File: config.mk
export PLATFORM = sky130hd
export DESIGN_NAME = fixed_mem_reader
export DESIGN_NICKNAME = d
export VERILOG_FILES = /design/src/rtl/fixed_mem_reader.sv
export SDC_FILE = /design/constraint.sdc
export NUM_CORES = 1
export LEC_CHECK = 0
export CAP_MARGIN = 20
export CORE_ASPECT_RATIO = 2
export CORE_MARGIN = 10
export CORE_UTILIZATION = 38
export DETAILED_ROUTE_END_ITERATION = 12
export PLACE_DENSITY_LB_ADDON = 0.15
export SLEW_MARGIN = 20
export SYNTH_ARGS = -nofsm -noshare
export SYNTH_HDL_FRONTEND = slang
export SYNTH_SLANG_ARGS = --single-unit
File: constraint.sdc
create_clock -name CLOCK -period 3.98 [get_ports CLOCK]
set_clock_uncertainty 0.1 [all_clocks]
set_input_delay 0.597 -clock CLOCK [delete_from_list [all_inputs] [get_ports CLOCK]]
set_output_delay 0.597 -clock CLOCK [all_outputs]
set_load 0.005 [all_outputs]
File: src/rtl/fixed_mem_reader.sv
// Read sequencer for the asynchronous fixed-memory ROM.
// One accepted request drives CE_/OE_/A for a programmable access window,
// captures DQ, and returns the word with a one-cycle DONE and a parity flag.
module fixed_mem_reader #(
   parameter int ACCESS_CYCLES = 5
) (
   input  logic        CLOCK,
   input  logic        RESET,
   input  logic        REQ,
   input  logic [16:0] ADDR,
   output logic        BUSY,
   output logic        DONE,
   output logic [15:0] DATA,
   output logic        PAR_ERR,
   output logic        CE_,
   output logic        OE_,
   output logic        WE_,
   output logic [16:0] A,
   input  logic [15:0] DQ
);

   localparam int CW = $clog2(ACCESS_CYCLES + 1);
   localparam logic [CW-1:0] CNT_LAST = CW'(ACCESS_CYCLES - 1);

   typedef enum logic [1:0] {
      IDLE    = 2'd0,
      SETUP   = 2'd1,
      ACCESS  = 2'd2,
      RECOVER = 2'd3
   } state_t;

   state_t        state_q, state_d;
   logic [CW-1:0] cnt_q, cnt_d;
   logic [16:0]   addr_q, addr_d;
   logic [15:0]   data_q, data_d;
   logic          par_q, par_d;

   // Words are expected to carry odd parity; an even count of ones is an error.
   function automatic logic parity_error(input logic [15:0] word);
      return ~^word;
   endfunction

   // State and datapath registers; reset also clears the captured word.
   always_ff @(posedge CLOCK) begin
      if (RESET) begin
         state_q <= IDLE;
         cnt_q   <= '0;
         addr_q  <= '0;
         data_q  <= '0;
         par_q   <= 1'b0;
      end else begin
         state_q <= state_d;
         cnt_q   <= cnt_d;
         addr_q  <= addr_d;
         data_q  <= data_d;
         par_q   <= par_d;
      end
   end

   // Next-state logic: the counter holds at its last value, so it never wraps.
   always_comb begin
      state_d = state_q;
      cnt_d   = cnt_q;
      addr_d  = addr_q;
      data_d  = data_q;
      par_d   = par_q;
      case (state_q)
         IDLE: begin
            if (REQ) begin
               addr_d  = ADDR;
               state_d = SETUP;
            end
         end
         SETUP: begin
            cnt_d   = '0;
            state_d = ACCESS;
         end
         ACCESS: begin
            if (cnt_q == CNT_LAST) begin
               data_d  = DQ;
               par_d   = parity_error(DQ);
               state_d = RECOVER;
            end else begin
               cnt_d = cnt_q + CW'(1);
            end
         end
         RECOVER: begin
            state_d = IDLE;
         end
         default: begin
            state_d = IDLE;
         end
      endcase
   end

   // Pin decode: CE_ covers SETUP+ACCESS, OE_ only ACCESS; DONE is the RECOVER cycle.
   always_comb begin
      CE_  = 1'b1;
      OE_  = 1'b1;
      BUSY = 1'b1;
      DONE = 1'b0;
      case (state_q)
         IDLE:    BUSY = 1'b0;
         SETUP:   CE_  = 1'b0;
         ACCESS: begin
            CE_ = 1'b0;
            OE_ = 1'b0;
         end
         RECOVER: DONE = 1'b1;
         default: BUSY = 1'b0;
      endcase
   end

   assign WE_     = 1'b1;
   assign A       = addr_q;
   assign DATA    = data_q;
   assign PAR_ERR = par_q;

endmodule

Yosys cells after proc, flatten, opt, wreduce, memory -nomap -nowiden:

Cells that the tools add are included.
Widths: inputs -> output; s select.

* register bits after elaboration: 39
* input bits: 36
* output and inout port bits: 39
* logic and storage cells: 30

* add/sub/neg operators: 1
* equal/unequal tests: 7
* multiplexer cells: 9
* reduce and logical (&&, ||, !) cells: 8

Operators with widths (number)
* $reduce_xnor 16->1: 1
* $pmux 2 s4: 1
* $reduce_and 2->1: 4
* $ne 2x2->1 const B: 3
* $pmux 3 s2: 1
* $eq 2x2->1 const B: 2
* $mux 1: 4
* $mux 2: 2
* $add 3x1->3 const B: 1
* $eq 3x3->1 const B: 1
* $mux 3: 1
* $eq 2x1->1 const B: 1
* $logic_not 2->1: 1
* $reduce_bool 2->1: 1
* $reduce_or 2->1: 1

Logic depth before layout (Yosys ltp):

* word-level depth: 3
* gate-level depth with buffers: 7

Least setup slack after synthesis:

OpenSTA, ideal clock, no wires.

* path type: reg-to-reg
* start: reg state_q[0]
* end: reg data_q[0], in the netlist DATA[0]
* library setup time: 0.071 ns
* data arrival time: 1.359 ns
* required time: 3.809 ns
* path slack: 2.451 ns
* cell stages (with the launch flop): 7
* period minus slack after synthesis: 1.529 ns
* cell sequence: dfxtp_1 > inv_1 > ha_1 > nand3_1 > clkbuf_1 > nand2_1 > a21oi_1

* cells in the longest elaborated chain, start to end: 2

RTL lines
* start, declared: RTL line 32 `state_t state_q, state_d;`
* start signal, assigned: RTL line 52 `state_q <= state_d;`
* $eq 2x2->1: RTL line 67 `case (state_q)`
* $reduce_and 2->1 (no source line)
* end signal, assigned: RTL line 55 `data_q <= data_d;`
* end, declared: RTL line 35 `logic [15:0] data_q, data_d;`

No other way between the ends.
A chain may end at the register's enable or synchronous reset.

Worst setup path in the final report:

* start: reg state_q[0]
* end: out OE_

* cells in the longest elaborated chain, start to end: 2

RTL lines
* $eq 2x2->1: RTL line 102 `case (state_q)`
* $mux 1: RTL line 102
* end, declared: RTL line 16 `output logic OE_,`

No other way between the ends.

==> run_results.csv <==
group,metric,value,unit
routing,drc_errors,0,
power,intPower,0.764,mW
clock_network,clk-insertion-delay-late,0.29,ns
finish,final_layout_size_suffix_gt1_share,2.93,%
sta,clock.fmax,422,MHz
power,leakagePower,0.887,nW
hold_path,min_path_type,"flop to flop",
floorplanning,die_h,112,um
sta,setup_tns,0,ns
outcome,status,"completed",
routing,drtAntennaViolNets,0,
grt,grt_usage,11.8,%
logic_synthesis,yosysWarnings,0,
routing,wl_per_cell,13.5,um
grt,grt_max_degree,24,
finish,instances_no_fill,325,
floorplanning,fp.coreArea,0.00413,mm2
logic_synthesis,synth_mux_area_share,0.617,%
sta,finalSetupViolations,0,
power,power.switching,0.343,mW
setup_path,arrival,1.67,ns
floorplanning,start_util,39.3,%
placed_design,io_buffers,73,
setup_path,worstSetupStartpointType,"flop",
logic_synthesis,synth-simple-area-share,19.4,%
power,ir_drop,0.000423,V
logic_synthesis,ys_seq_elements,39,
setup_path,critPathKind,"flop to output pin",
clock_network,clk_path_buf_depth,2,
setup_path,path_cells,"inv_1 -> ha_1 -> inv_1 -> clkdlybuf4s50_1",
placed_design,place_inst,317,
clock_network,post_cts_buffers,0,
sta,period_needed,2.37,ns
setup_path,path_delay_family,"buffers and inverters",
grt,antenna_found_initial,0,
clock_network,cts_tree,"built",
clock_network,cts.sinks,39,
sta,hold_viol,0,
sta,slew_headroom,45.4,%
setup_path,path_max_fanout,7,
power,pwr_density_cell,450,mW/mm2
clock_network,holdBufCountCts,0,
routing,drt_iter0_markers,61,
power,clockPowerShare,22.8,%
power,seq_power_share,41.9,%
logic_synthesis,synth_top_family_by_area,"simple AND/OR/NAND/NOR gates",
sta,worstMarginPinSlew,0.816,ns
placed_design,hpwl,3370,um
finish,area_growth_syn_to_layout,51.5,%
sta,period_share,59.5,%
setup_path,cpMaxStageDelayCell,"clkdlybuf4s50_1",
finish,layout.nets,315,
grt,grt-ovfl-total,0,
logic_synthesis,yosysSeqAreaShare,48.1,%
routing,routed_via_density,4.57,
logic_synthesis,synth.avg_cell_area,8.03,um2
power,fin_total_pwr,1.11,mW
routing,routed_wl,4380,um
clock_network,cts-root-buf,"clkbuf_8",
clock_network,cts-resized-gates,0,
sta,finalMaxSlewViolations,0,
logic_synthesis,synth_compound_area_share,13.5,%
floorplanning,rows,33,
job,cap_violations,0,
floorplanning,pin_count,75,
setup_path,path_common_cell,"inv_1",
logic_synthesis,synthXorXnorAreaFrac,8.10,%
clock_network,cts_made_buffers,5,
setup_path,cp.required,3.28,ns
finish,postLayoutCoreUtil,59.5,%
logic_synthesis,synthCells,202,
placed_design,pre_cts_slack,1.68,ns
logic_synthesis,synth-adder-area-share,5.40,%
routing,vias,1484,
routing,drtPass1Iterations,4,
logic_synthesis,ys_types,23,
sta,rsz0062_at_grt,"no",
setup_path,slowest_delay,0.52,ns
logic_synthesis,syn-num-nets,245,
floorplanning,die_w,66.2,um
grt,grt_pass1_wl,7090,um
setup_path,end_kind,"output pin",
clock_network,cts.clk_slew.worst_paths,0.07,ns
power,share_comb_of_total_power,35.3,%
logic_synthesis,syn_area,0.00162,mm2
power,swShare,31.0,%
sta,setup_slack,1.61,ns
grt,first_global_vias,1452,
placed_design,gp_congestion,0.721,
finish,n_antenna_cell,0,
floorplanning,dieArea,0.00744,mm2
clock_network,htreeDepth,2,
setup_path,critPathBufInv,3,
[cells in the final DEF, fill, tap and decap left out, types with 2 or more instances in the layout]
master,netlist,final
o21ai_0,2,2
clkbuf_1,6,2
ha_1,7,7
xnor2_1,14,14
a21oi_1,36,36
clkbuf_8,0,5
inv_1,7,7
nor2_1,6,6
dfxtp_1,39,39
nand2_1,68,68
nor3_1,2,2
clkdlybuf4s50_1,0,73
[final cells by class]
cell class,count,area [um2]
fillers,424,1670
inverters,7,26.3
flip-flops and latches,39,781
multi-input cells,145,767
clock inverters,1,5.00
repair buffers,74,738
well taps,52,65.1
clock buffers,7,76.3
[registers in the layout, summed over array words and instances (netlist names)]
name and count:
A 17, DATA 16, PAR_ERR 1, cnt_q 3, state_q 2
[metal layers]
layer / part of all wire, % / GRT usage (%)
met5: 0 / 0
met3: 8.0 / 4.18
met4: 1.0 / 4.22
met2: 53 / 20.9
met1: 38 / 12.2
[synthesized netlist by cell type]
library cell / number / area, um2
a2111oi_0: 1 / 8.76
nand2_1: 68 / 255
mux2i_1: 1 / 10.0
clkbuf_1: 6 / 22.5
buf_1: 1 / 3.75
nor2_1: 6 / 22.5
nor3_1: 2 / 10.0
xor2_1: 1 / 8.76
dfxtp_1: 39 / 781
nand3_1: 1 / 5.00
buf_2: 3 / 15.0
a22oi_1: 1 / 7.51
a211oi_2: 1 / 12.5
and3_1: 1 / 6.26
o21ai_0: 2 / 10.0
and4b_1: 1 / 10.0
ha_1: 7 / 87.6
conb_1: 1 / 3.75
a21oi_1: 36 / 180
buf_4: 1 / 7.51
and2_1: 1 / 6.26
xnor2_1: 14 / 123
inv_1: 7 / 26.3
[power groups by stage]
stage / clock [mW] / sequential (mW) / combinational (mW)
3_3_place_gp: 0 / 0.471 / 0.397
5_1_grt: 0.275 / 0.470 / 0.452
2_1_floorplan: 0 / 0.473 / 0.208
3_5_place_dp: 0 / 0.474 / 0.397
4_1_cts: 0.263 / 0.464 / 0.401
6_report: 0.253 / 0.463 / 0.391
[worst register-to-register path: stages, from the launching register on]
cell and delay, ns:
dfxtp_1 0.39, inv_1 0.10, ha_1 0.27, nand3_1 0.49, o21ai_0 0.24, a22oi_1 0.25
nor2_1 0.05
[worst paths after layout]
check,start,to,slack (ns),depth (start not counted)
worst min-delay path,DATA[14],DATA[14],0.35,2
worst max-delay path,state_q[0],OE_,1.61,4
worst min register to register,DATA[14],DATA[14],0.35,2
worst max register to register,state_q[0],cnt_q[1],1.95,6
[metrics by stage]
step           cell area [um2]  hold slack (ns)
2_1_floorplan             1620            0.353
3_3_place_gp              2380            0.341
3_5_place_dp              2380            0.347
4_1_cts                   2460            0.357
5_1_grt                   2460            0.373
6_report                  2460            0.355
[cells by family after synthesis]
kind of cell,Yosys count
flops,39
mux,1
compound gates,41
other cells,1
fa+ha+maj,7
xor+xnor,15
buf+inv,18
simple gates,80
No activity file was read; power rests on OpenSTA's default activity.
